<file path="config.mk">
export PLATFORM = sky130hd
export DESIGN_NAME = alu_ctrl_decoder
export DESIGN_NICKNAME = d
export VERILOG_FILES = /design/src/rtl/alu_ctrl_decoder.sv
export SDC_FILE = /design/constraint.sdc
export NUM_CORES = 1
export LEC_CHECK = 0
export CORE_AREA = 2 2 39 41
export DETAILED_ROUTE_END_ITERATION = 16
export DIE_AREA = 0 0 41 43
export PLACE_DENSITY = 0.74
export SETUP_SLACK_MARGIN = 0.1
export SKIP_LAST_GASP = 1
export SLEW_MARGIN = 5
export SYNTH_ARGS = -nofsm -noshare
export SYNTH_HDL_FRONTEND = slang
export SYNTH_SLANG_ARGS = --single-unit
</file>
<file path="constraint.sdc">
create_clock -name clk -period 2.55 [get_ports clk]
set_input_delay 0.3825 -clock clk [delete_from_list [all_inputs] [get_ports clk]]
set_output_delay 0.3825 -clock clk [all_outputs]
set_load 0.02 [all_outputs]
</file>
<file path="src/rtl/alu_ctrl_decoder.sv">
`default_nettype none
// ============================================================================
// Module   : alu_ctrl_decoder
// Brief    : RV32I ALU control unit. Combinational aluop/funct3/funct7 decode
//            into the 4-bit ALU select, with a registered copy of the result.
// Revision : 1.0  initial release
// ============================================================================
module alu_ctrl_decoder (
    input  logic       clk,
    input  logic       rst,
    input  logic [2:0] aluop,
    input  logic [2:0] funct3,
    input  logic [6:0] funct7,
    output logic [3:0] alu_control,
    output logic [3:0] alu_control_q,
    output logic       illegal,
    output logic       illegal_q
);

    // Instruction classes from the main control unit
    localparam logic [2:0] c_R_TYPE = 3'b000;
    localparam logic [2:0] c_I_TYPE = 3'b001;
    localparam logic [2:0] c_LOAD   = 3'b010;
    localparam logic [2:0] c_STORE  = 3'b011;
    localparam logic [2:0] c_BRANCH = 3'b100;
    localparam logic [2:0] c_U_TYPE = 3'b101;
    localparam logic [2:0] c_JUMP   = 3'b110;
    localparam logic [2:0] c_NOP    = 3'b111;

    // ALU operation selects
    localparam logic [3:0] c_ADD   = 4'b0000;
    localparam logic [3:0] c_SUB   = 4'b0001;
    localparam logic [3:0] c_SLL   = 4'b0010;
    localparam logic [3:0] c_LT    = 4'b0011;
    localparam logic [3:0] c_LTU   = 4'b0100;
    localparam logic [3:0] c_XOR   = 4'b0101;
    localparam logic [3:0] c_SRL   = 4'b0110;
    localparam logic [3:0] c_SRA   = 4'b0111;
    localparam logic [3:0] c_OR    = 4'b1000;
    localparam logic [3:0] c_AND   = 4'b1001;
    localparam logic [3:0] c_EQ    = 4'b1010;
    localparam logic [3:0] c_NE    = 4'b1011;
    localparam logic [3:0] c_GE    = 4'b1100;
    localparam logic [3:0] c_GEU   = 4'b1101;
    localparam logic [3:0] c_PC4   = 4'b1110;

    logic [3:0] alu_control_d;
    logic       illegal_d;

    // Only funct7[5] distinguishes SUB/SRA; the remaining bits are don't-care.
    logic w_unused_funct7;
    assign w_unused_funct7 = ^{funct7[6], funct7[4:0]};

    always_comb begin
        alu_control_d = c_ADD;
        illegal_d     = 1'b0;
        case (aluop)
            c_R_TYPE, c_I_TYPE: begin
                case (funct3)
                    // ADDI has no SUB form, so funct7 only matters for R-type here
                    3'b000:  alu_control_d = (aluop == c_R_TYPE && funct7[5]) ? c_SUB : c_ADD;
                    3'b001:  alu_control_d = c_SLL;
                    3'b010:  alu_control_d = c_LT;
                    3'b011:  alu_control_d = c_LTU;
                    3'b100:  alu_control_d = c_XOR;
                    3'b101:  alu_control_d = funct7[5] ? c_SRA : c_SRL;
                    3'b110:  alu_control_d = c_OR;
                    3'b111:  alu_control_d = c_AND;
                    default: alu_control_d = c_ADD;
                endcase
            end
            c_BRANCH: begin
                case (funct3)
                    3'b000:  alu_control_d = c_EQ;
                    3'b001:  alu_control_d = c_NE;
                    3'b100:  alu_control_d = c_LT;
                    3'b101:  alu_control_d = c_GE;
                    3'b110:  alu_control_d = c_LTU;
                    3'b111:  alu_control_d = c_GEU;
                    3'b010, 3'b011: begin
                        alu_control_d = c_ADD;
                        illegal_d     = 1'b1;
                    end
                    default: alu_control_d = c_ADD;
                endcase
            end
            c_JUMP:                             alu_control_d = c_PC4;
            c_LOAD, c_STORE, c_U_TYPE, c_NOP:   alu_control_d = c_ADD;
            default:                            alu_control_d = c_ADD;
        endcase
    end

    assign alu_control = alu_control_d;
    assign illegal     = illegal_d;

    always_ff @(posedge clk or posedge rst) begin
        if (rst) begin
            alu_control_q <= c_ADD;
            illegal_q     <= 1'b0;
        end else begin
            alu_control_q <= alu_control_d;
            illegal_q     <= illegal_d;
        end
    end

endmodule
`default_nettype wire

</file>
==> impl_metrics.ini, run 1 <==
[setup_path]
critPathKind = in -> out
critical-path-top-delay-family = buffers and inverters
cp-start-kind = primary input
crit_arrival_ns = 2.03
slowest_delay_ns = 0.52
cp_cell_sequence = clkdlybuf4s50_1, nand2b_1, a211o_1, a21oi_1, dlygate4sd2_1
critPathBufInv = 2
cpMaxStageDelayCell = clkdlybuf4s50_1
required_ns = 2.17
path_max_fanout = 6
end_kind = output pin

[routing]
wl_met1_microns = 344
remaining_drc_errors = 0
highest_layer = met4
dr.pass1.iters = 4
wirelength_microns = 888
wl_met2_microns = 458
final_antenna_net_count = 0
drt-wirelength-per-cell_microns = 11.0
drtIter0Drc = 4
vias = 393
viasPerCell = 4.85
route.met3.wl_microns = 70

[synthesis]
synth.distinct_cells = 22
yosysWarnings = 0
syn_inst = 39
avgSynthCellArea_sq_um = 8.60
syn_nets = 54
ys_ff_latch = 5
synth_area_sq_um = 335
ys_seq_area_frac = 0.373

[clock_tree]
numCtsBuffers = 3
htree_levels = 1
clk_pin_slew_worst_paths_ns = 0.04
cts_tree = yes
cts.sinks = 5
clock_path_buffers = 2
cts_root_buf = clkbuf_4

[final_layout]
final_area_sq_um = 596
nets = 81
stdcell_count = 81
area_growth_pct = 77.6
antennaDiodeCount = 0
finish.utilization = 0.430
post_route_cells_drive_above_1_share = 0.215

[grt]
grt_max_degree = 10
grtUsageTotal = 0.120
grt_pass1_wl_microns = 1430
overflow = 0
antenna_found_initial = 0
grt_pass1_vias = 346

[timing]
period_share = 0.945
tightest_slew_ns = 0.354
setup_tns_ns = 0
finalMaxSlewViolations = 0
setup_viol = 0
slew_headroom = 0.762
fmax_ghz = 0.415
period_needed_ns = 2.41
holdWs_ns = 0.340
rsz0062_at_grt = yes
finalHoldViolCount = 0

[job]
max_cap_viol_count = 0

[floorplanning]
die_h_microns = 43
die_area_sq_mm = 0.00176
coreArea_sq_mm = 0.00138
initial_core_util = 0.242
num_io_pins = 25
fp.dieW_microns = 41
core.rowCount = 14

[placement]
post-place-cells = 77
port-buffer-count = 18
dpl_cell_area_sq_um = 568
dp_hpwl_microns = 716
gp_congestion = 0.847

[run_status]
status = completed

[power]
ir_worst_vdd_uv = 109
pwr_density_cell_mw_per_mm2 = 441
p_leak_nw = 0.290

[min_path]
holdCritPathClass = in -> async
==> layout make-up <==
type	count	area, sq um
fill	143	788
clock buffer	4	26.3
timing repair buffer	24	224
multi-input combinational	27	181
tap	16	20.0
sequential	5	125
inverter	5	18.8
==> kinds of logic (layout without fill, tap and decap cells) <==
family | count (synthesis) | in the layout | share of synthesized area
AND/OR/NAND/NOR | 10 | 10 | 0.190
flip-flops | 5 | 5 | 0.373
buffers and inverters | 7 | 33 | 0.0933
AO/OA/AOI/OAI | 17 | 17 | 0.343
==> final timing paths <==
check	from	to	slack (ns)	cells past startpoint
min in group clk	aluop[1]	illegal_q	0.59	2
max in group asynchronous	rst	alu_control_q[0]	2.05	2
setup / recovery	funct3[1]	alu_control[0]	0.14	5
hold / removal	rst	illegal_q	0.34	2
==> layer usage <==
| metal | up-vias | track usage |
|---|---|---|
| met3 | 2 | 0.0262 |
| li1 | 197 | - |
| met1 | 175 | 0.119 |
| met5 | - | 0 |
| met2 | 19 | 0.200 |
| met4 | 0 | 0.0933 |
==> through the flow <==
stage	worst slack [ns]	power [mW]
3_3_place_gp	-0.0776	0.176
3_5_place_dp	-0.136	0.178
4_1_cts	0.148	0.266
6_report	0.140	0.263
2_1_floorplan	0.853	0.129
5_1_grt	0.0881	0.278
==> cell usage after synthesis <==
cell type  instances  share of area
dfrtp_1            5           0.37
a21oi_1            4          0.060
inv_1              4          0.045
o21ai_0            4          0.060
nor2_1             3          0.034
nand2b_1           2          0.037
nor4_1             2          0.037
a2111oi_2          1          0.045
a211o_1            1          0.026
a22oi_1            1          0.022
a2bb2oi_1          1          0.026
a31oi_1            1          0.019
and2b_1            1          0.022
buf_2              1          0.015
buf_4              1          0.022
inv_2              1          0.011
nand2b_4           1          0.041
nor2_2             1          0.019
o21a_1             1          0.022
o21ai_1            1          0.015
o22ai_1            1          0.019
o32a_1             1          0.030
==> cells in the final DEF, fill, tap and decap left out, types with 2 or more instances in the layout <==
cell and n:
dlygate4sd2_1 5, inv_1 4, a21oi_1 4, clkbuf_4 3, nor4_1 2, nand2b_1 2, clkdlybuf4s50_1 11, nor2_1 2
buf_4 6, nor2_2 2, dlymetal6s2s_1 2, o21ai_0 4, dfrtp_1 5
==> power by group <==
group / switching, mW / internal, mW / total, mW
logic: 0.0441 / 0.0424 / 0.0865
clock network: 0.0310 / 0.0591 / 0.0900
registers: 0.00112 / 0.0851 / 0.0862
==> registers in the layout, indices dropped and copies added, names as in the netlist <==
| name | cells |
|---|---|
| alu_control_q | 4 |
| illegal_q | 1 |
==> repair_timing <==
item / 4_1_cts / 5_1_grt
setup buffers: 0 / 0
endpoints found under the setup margin: 5 / 3
resized for setup: 5 / 3
hold buffers: 0 / 0
Note: power is estimated with default switching activity, not from simulation.
==> run 2: changes to the inputs <==
--- a/config.mk
+++ b/config.mk
@@ -5,6 +5,7 @@
 export SDC_FILE = /design/constraint.sdc
 export NUM_CORES = 1
 export LEC_CHECK = 0
+export CAP_MARGIN = 0
 export CORE_AREA = 2 2 39 41
 export DETAILED_ROUTE_END_ITERATION = 16
 export DIE_AREA = 0 0 41 43
==> results of run 2 <==
Final layout, timing and power as in run 1 (identical DEF).
==> run 3: changes to the inputs <==
==> constraint.sdc (replaced) <==
create_clock -name clk -period 2.55 [get_ports clk]
set_input_delay 0.255 -clock clk [delete_from_list [all_inputs] [get_ports clk]]
set_output_delay 0.255 -clock clk [all_outputs]
set_load 0.02 [all_outputs]
==> impl_metrics.ini, run 3 (synthesis results as in run 1) <==
[run_status]
status = completed

[final_layout]
final_area_sq_um = 579
top_register = alu_control_q
post_route_cells_drive_above_1_share = 0.164
area_growth_pct = 72.8
multi_input_area_sq_um = 181
antennaDiodeCount = 0
final_cell_mix = clkdlybuf4s50_1 (13), dfrtp_1 (5), dlymetal6s2s_1 (5)
largest_reg_flops = 4
layout_commonest_cell = clkdlybuf4s50_1
nets = 77
top_regs = alu_control_q: 4 flops, illegal_q: 1 flops
fillCellCount = 144
seq_area_sq_um = 125

[floorplanning]
initial_core_util = 0.242
die_h_microns = 43
fp.dieW_microns = 41
die_area_sq_mm = 0.00176
coreArea_sq_mm = 0.00138
num_io_pins = 25
core.rowCount = 14

[placement]
dpl_cell_area_sq_um = 538
pre_cts_ws_ns = 0.145
port-buffer-count = 18
dp_hpwl_microns = 649
gp_congestion = 0.831

[routing]
dr.pass1.iters = 4
drt-wirelength-per-cell_microns = 10.6
vias = 374
final_antenna_net_count = 0
remaining_drc_errors = 0
drtIter0Drc = 7
viasPerCell = 4.86
wirelength_microns = 814

[clock_tree]
cts_tree = yes
hold_buffers = 0
clk_pin_slew_worst_paths_ns = 0.04
clock_path_buffers = 2
post_cts_buffers = 0
numCtsBuffers = 3
htree_levels = 1
cts_root_buf = clkbuf_4
cts.sinks = 5

[setup_path]
slowest_delay_ns = 0.54
cp_cell_sequence = clkdlybuf4s50_1, nand2b_1, a211o_1, a21oi_1, dlymetal6s2s_1
cp-start-kind = primary input
path_max_fanout = 8
critPathKind = in -> out
required_ns = 2.30
cpMaxStageDelayCell = clkdlybuf4s50_1
critical-path-top-delay-family = buffers and inverters
critPathBufInv = 2
end_kind = output pin
crit_arrival_ns = 1.77

[min_path]
holdCritPathClass = in -> async

[timing]
slew_headroom = 0.779
setup_tns_ns = 0
setup_viol = 0
period_needed_ns = 2.02
period_share = 0.794
finalMaxSlewViolations = 0
finalHoldViolCount = 0
rsz0062_at_grt = no
holdWs_ns = 0.213
tightest_slew_ns = 0.329
fmax_ghz = 0.494
layout_setup_ws_ns = 0.526

[power]
pwr_density_cell_mw_per_mm2 = 446
p_leak_nw = 0.310
totalPowerFinal_mw = 0.259
ir_worst_vdd_uv = 107

[grt]
grt_max_degree = 10
grt_pass1_wl_microns = 1290
overflow = 0
grt_pass1_vias = 313
grtUsageTotal = 0.108
antenna_found_initial = 0

[job]
max_cap_viol_count = 0
## run 3: cell types whose count changed in the layout (fill, tap and decap cells not counted)
cell	change
dlygate4sd2_1	-5
buf_4	-4
clkdlybuf4s50_1	+2
dlymetal6s2s_1	+3
## run 3: timing repair
action | 4_1_cts | 5_1_grt
resized for setup | 0 | 6
endpoints found under the setup margin | 0 | 5
endpoints found under the hold margin | 0 | 0
## run 3: cell type report
| class | instances | area share |
|---|---|---|
| Inverter | 5 | 0.0324 |
| Timing Repair Buffer | 20 | 0.359 |
| Tap cell | 16 | 0.0346 |
| Clock buffer | 4 | 0.0454 |
| Sequential cell | 5 | 0.216 |
| Multi-Input combinational cell | 27 | 0.313 |
## run 3: worst paths after layout
| kind | from | end | slack, ns | cells after the start |
|---|---|---|---|---|
| min in group clk | funct3[2] | alu_control_q[3] | 0.76 | 3 |
| worst min-delay path | rst | alu_control_q[2] | 0.21 | 2 |
| worst max-delay path | funct3[1] | alu_control[0] | 0.53 | 5 |
| max in group asynchronous | rst | alu_control_q[0] | 2.18 | 2 |
## run 3: metrics by stage
stage / utilization / cells
after floorplan: - / 39
after global placement: 0.389 / 73
after detailed placement: 0.389 / 73
after CTS: 0.408 / 77
after global routing: 0.419 / 77
final: 0.419 / 77
## run 3: report_power, final
group / total [mW] / internal [mW] / switching, mW
Combinational: 0.0846 / 0.0417 / 0.0428
Sequential: 0.0862 / 0.0851 / 0.00109
Clock: 0.0879 / 0.0589 / 0.0290
## run 3: layer usage
| layer | track usage | wire, microns | vias to the layer above |
|---|---|---|---|
| li1 | - | - | 186 |
| met3 | 0.0209 | 91 | 2 |
| met1 | 0.131 | 331 | 167 |
| met4 | 0.0933 | 16 | 0 |
| met5 | 0 | 0 | - |
| met2 | 0.153 | 374 | 19 |
==> patch 1: new RTL, config.mk and constraints of run 3 <==
Put a register stage on the outputs `alu_control` and `illegal`, cleared by the reset. The values now appear one clock later. The other outputs are not delayed to match.
--- a/src/rtl/alu_ctrl_decoder.sv
+++ b/src/rtl/alu_ctrl_decoder.sv
@@ -92,4 +92,11 @@
 
-    assign alu_control = alu_control_d;
-    assign illegal     = illegal_d;
+    always_ff @(posedge clk or posedge rst) begin
+        if (rst) begin
+            alu_control <= '0;
+            illegal     <= '0;
+        end else begin
+            alu_control <= alu_control_d;
+            illegal     <= illegal_d;
+        end
+    end
 
Check against the original RTL: not equivalent (a bounded check fails within 4 cycles, from zero or initial values and one cycle with rst high).
==> patch 1 against run 3 <==
  * Worst setup slack gained 0.59 ns
  * Synthesized cell count increased by 13%
  * Maximum frequency rose by 41%
  * Power is 0.57% higher
  * Global-route usage fell by 0.28 points
  * Area after synthesis up 11%
  * Design area shrank 5.2%
  * Sequential cell count stayed put
  * Sequential power grew 2%
  * Wire length is 10% lower
  * Non-clock buffer count fell by 2
  * Largest power group unchanged
  * Highest routed layer unchanged
==> patch 1: results (changes against run 3) <==
gr-usage-all-layers_pct: 10.6  # -0.28 points
vdd_drop_max_uv: 136  # +27%
hp-class: "primary input to asynchronous set/reset pin"
met1_usage_pct: 12.6  # -0.56 points
met2_usage_pct: 14.7  # -0.63 points
drt_first_pass_iters: 3  # -1
reg_top3: "alu_control_q (4), illegal_q (1)"
ys_warn_count: 0  # unchanged
viasPerCell: 4.95  # +1.8%
clockNetworkAreaShare_pct: 4.78  # +0.25 points
worstMarginPinSlew_ns: 0.319  # -0.00958 ns
grt_pass1_wl_um: 1260  # -2.2%
cts-root-buf: "clkbuf_4"
nMultiInputCombCells: 27  # unchanged
cts_tree: "built"
bufAreaShareNonClock_pct: 32.8  # -3.1 points
final.clkbuf_count: 4  # unchanged
cts_setup_buffers: 0  # unchanged
post-place-ws_ns: 0.919  # +0.774 ns
met3_usage_pct: 1.57  # -0.52 points
dpl.hpwl_um: 594  # -8.6%
drive_gt1_share_pct: 11.9  # -4.5 points
multi_input_area_share_pct: 32.6  # +1.3 points
synth_fp_nets: 59  # +9.3%
initialDrtViolationCount: 6  # -1
crit_family: "buffers and inverters"
clock-sinks: 5  # unchanged
antenna_cells: 0  # unchanged
ys_async_sr_fraction_pct: 100  # unchanged
ctsResizeCount: 0  # unchanged
cts_buffer_depth: 2  # unchanged
htreeDepth: 1  # unchanged
required_ns: 2.30  # about the same
slowest_delay_ns: 0.60  # +0.06 ns
place.gp.congestion: 0.779  # -6.2%
status: "complete, no violations"
layout.nets: 75  # -2.6%
fillers: 140  # -2.8%
antenna_found_initial: 0  # unchanged
wl_per_cell_um: 9.77  # -7.5%
worstPathMaxFanout: 2  # -6
grt_pass1_vias: 332  # +6.1%
n_all_buffers: 18  # -10%
switching_share_pct: 28.9  # +0.68 points
io_buffer_count: 18  # unchanged
cts_buffers: 3  # unchanged
synthTopCellsByCount: "buf_4, dfrtp_1, a21oi_1, inv_1, o21ai_0"
max_freq_mhz: 696  # +41%
seq_share_pct: 22.8  # +1.2 points
p_leak_nw: 0.226  # -27%
synth_seq_area_share_pct: 33.6  # -3.8 points
synth_area_leaders: "dfrtp_1, buf_4, a21oi_1"
clk_pin_slew_ns: 0.04  # about the same
-- patch 1: stage by stage --
stage	cells	hold slack (ns)	power (mW)	area (um^2)
floorplan	44	0.0335	0.137	373
global placement	71	0.460	0.169	523
detailed placement	71	0.480	0.170	523
CTS	75	0.223	0.265	549
global route	75	0.255	0.274	549
finish	75	0.219	0.260	549
-- patch 1: worst paths after layout --
| check | from | endpoint | cells past startpoint |
|---|---|---|---|
| max in group asynchronous | rst | alu_control_q[1]$_DFF_PP0_ | 2 |
| min in group clk | aluop[1] | alu_control_q[1]$_DFF_PP0_ | 2 |
| max | alu_control_q[0]$_DFF_PP0_ | alu_control[0] | 1 |
| min | rst | alu_control_q[0]$_DFF_PP0_ | 2 |
-- patch 1: cell families after synthesis --
kind of cell | after synthesis | share of synthesized area (%)
DFF | 5 | 33.6
and+or+nand+nor | 10 | 17.1
AOI/OAI and AO/OA | 17 | 30.9
buffers and inverters | 12 | 18.5
-- patch 1: power by group through the flow --
| stage | clock, mW | combinational (mW) | sequential, mW |
|---|---|---|---|
| global route | 0.0964 | 0.0889 | 0.0883 |
| finish | 0.0914 | 0.0811 | 0.0877 |
| global placement | 0 | 0.0802 | 0.0884 |
| detailed placement | 0 | 0.0813 | 0.0890 |
| CTS | 0.0953 | 0.0815 | 0.0878 |
| floorplan | 0 | 0.0408 | 0.0960 |
-- patch 1: layer usage --
| metal | part of all wire (%) | vias up |
|---|---|---|
| met5 | 0 | - |
| met4 | 2.3 | 0 |
| met3 | 9.5 | 2 |
| met2 | 47 | 20 |
| met1 | 41 | 167 |
| li1 | - | 182 |
==> patch 2: new RTL, flow settings as in run 3 <==
Made on the original files. Register the inputs `aluop`, `funct3` and `funct7` before use. The logic sees them one clock later. Comments in the files are not updated.
--- a/src/rtl/alu_ctrl_decoder.sv
+++ b/src/rtl/alu_ctrl_decoder.sv
@@ -46,2 +46,12 @@
 
+    logic [2:0] aluop_q;
+    logic [2:0] funct3_q;
+    logic [6:0] funct7_q;
+
+    always_ff @(posedge clk) begin
+        aluop_q  <= aluop;
+        funct3_q <= funct3;
+        funct7_q <= funct7;
+    end
+
     logic [3:0] alu_control_d;
@@ -51,3 +61,3 @@
     logic w_unused_funct7;
-    assign w_unused_funct7 = ^{funct7[6], funct7[4:0]};
+    assign w_unused_funct7 = ^{funct7_q[6], funct7_q[4:0]};
 
@@ -56,7 +66,7 @@
         illegal_d     = 1'b0;
-        case (aluop)
+        case (aluop_q)
             c_R_TYPE, c_I_TYPE: begin
-                case (funct3)
+                case (funct3_q)
                     // ADDI has no SUB form, so funct7 only matters for R-type here
-                    3'b000:  alu_control_d = (aluop == c_R_TYPE && funct7[5]) ? c_SUB : c_ADD;
+                    3'b000:  alu_control_d = (aluop_q == c_R_TYPE && funct7_q[5]) ? c_SUB : c_ADD;
                     3'b001:  alu_control_d = c_SLL;
@@ -65,3 +75,3 @@
                     3'b100:  alu_control_d = c_XOR;
-                    3'b101:  alu_control_d = funct7[5] ? c_SRA : c_SRL;
+                    3'b101:  alu_control_d = funct7_q[5] ? c_SRA : c_SRL;
                     3'b110:  alu_control_d = c_OR;
@@ -72,3 +82,3 @@
             c_BRANCH: begin
-                case (funct3)
+                case (funct3_q)
                     3'b000:  alu_control_d = c_EQ;
Check against the original RTL: not equivalent (Yosys sat finds a counterexample within 4 cycles, from zero or initial values and one cycle with rst high).
==> patch 2 against run 3 <==
  * Sequential share of layout area up 17 points
  * Via count up 9.1%
  * Non-clock buffer count down 2
  * Worst setup slack worse by 0.30 ns
  * Design area up 19%
  * First-iteration DRC count down 14%
  * Sequential cell count up 7
  * Wire length up 11%
  * Area after synthesis up 42%
  * Synthesized cell count up 18%
  * Power up 57%
  * Worst hold slack worse by 0.045 ns
  * Largest power group is now sequential cells
==> patch 2: results (changes against run 3) <==
crit_arrival_ns: 2.07  # +0.30 ns
clk_pin_slew_ns: 0.07  # +0.03 ns
vdd_drop_max_uv: 279  # +160%
ys_async_sr_fraction_pct: 41.7  # -58 points
dpl_cell_area_um2: 663  # +23%
wl_per_cell_um: 11.0  # +4.5%
crit_path_start: "funct3_q[2]$_DFF_P_"
drive_gt1_share_pct: 10.6  # -5.8 points
synth_top_area_share_pct: 29.5  # -7.8 points
worstPathMaxFanout: 9  # +1
place.gp.congestion: 0.852  # +2.5%
synth_cell_types: 23  # +4.5%
htreeDepth: 1  # unchanged
reg_top3: "alu_control_q (4), aluop_q (3), funct3_q (3)"
synth_seq_area_share_pct: 55.8  # +18 points
antenna_cells: 0  # unchanged
crit_path_end: "alu_control[0]"
synth_fp_nets: 61  # +13%
p_leak_nw: 0.285  # -8.1%
drt_first_pass_iters: 3  # -1
layout.nets: 82  # +6.5%
antenna_found_initial: 0  # unchanged
grt_pass1_wl_um: 1550  # +20%
grt_pass1_vias: 401  # +28%
gr-usage-all-layers_pct: 13.3  # +2.5 points
status: "complete, no violations"
ys_warn_count: 0  # unchanged
synth_area_leaders: "dfxtp_1, dfrtp_1, a21oi_1"
io_buffer_count: 18  # unchanged
viasPerCell: 4.98  # +2.4%
slowest_delay_ns: 0.63  # +0.09 ns
slowest_stage: "clkdlybuf4s50_1"
cts_buffers: 3  # unchanged
synthTopCellsByCount: "dfxtp_1, dfrtp_1, a21oi_1, inv_1, o21ai_0"
dpl.hpwl_um: 706  # +8.8%
worstMarginPinSlew_ns: 0.383  # +0.0540 ns
insertion_delay_ns: 0.28
initialDrtViolationCount: 6  # -1
==> patch 2: cell types whose count changed in the layout (fill, tap and decap cells not counted), sizes merged <==
cell	run 3	this run
dfxtp	0	7
buf	2	0
clkdlybuf4s50	13	18
dlymetal6s2s	5	0
==> patch 2: area by class of cell <==
type / instances / area, um^2
multi-input cells: 27 / 179
inverters: 5 / 18.8
fillers: 125 / 694
clock buffers: 4 / 26.3
flip-flops and latches: 12 / 265
well taps: 16 / 20.0
repair buffers: 18 / 180
==> patch 2: worst min path at each step <==
stage | from | end | cells after the start
3_3_place_gp | rst | alu_control_q[1]$_DFF_PP0_ | 2
6_report | rst | illegal_q$_DFF_PP0_ | 2
2_1_floorplan | rst | alu_control_q[0]$_DFF_PP0_ | 1
5_1_grt | rst | illegal_q$_DFF_PP0_ | 2
3_5_place_dp | rst | illegal_q$_DFF_PP0_ | 2
4_1_cts | rst | illegal_q$_DFF_PP0_ | 2
==> patch 2: logic make-up after synthesis <==
logic type | Yosys count | share of synthesized area, %
buf+inv | 7 | 6.58
compound gates | 17 | 24.2
simple gates | 10 | 13.4
flops | 12 | 55.8
==> patch 2: layer usage <==
layer  vias up  track usage (%)  part of all wire [%]
li1        203                -                     -
met1       183             13.7                    40
met2        18             20.6                    49
met3         4             3.14                   6.7
met4         0             12.0                   4.0
met5         -                0                     0
==> patch 2: stage by stage <==
step	setup slack [ns]	hold slack [ns]	instances	util, %
3_3_place_gp	0.534	0.464	78	47.9
5_1_grt	0.112	0.190	82	49.8
6_report	0.225	0.167	82	49.8
3_5_place_dp	0.524	0.466	78	47.9
4_1_cts	0.226	0.164	82	49.8
2_1_floorplan	1.03	0.0335	46	-
==> patch 2: where the power goes <==
group	internal, mW	total, mW	switching, mW
registers	0.200	0.212	0.0119
logic	0.0403	0.0727	0.0323
clock network	0.0607	0.121	0.0605
==> patch 2: critical path, delay by kind of cell (launching register included) <==
kind	cells	cell delay, ns
buffers and inverters	1	0.63
flip-flops	1	0.51
AND/OR/NAND/NOR	1	0.09
AO/OA/AOI/OAI	3	0.57
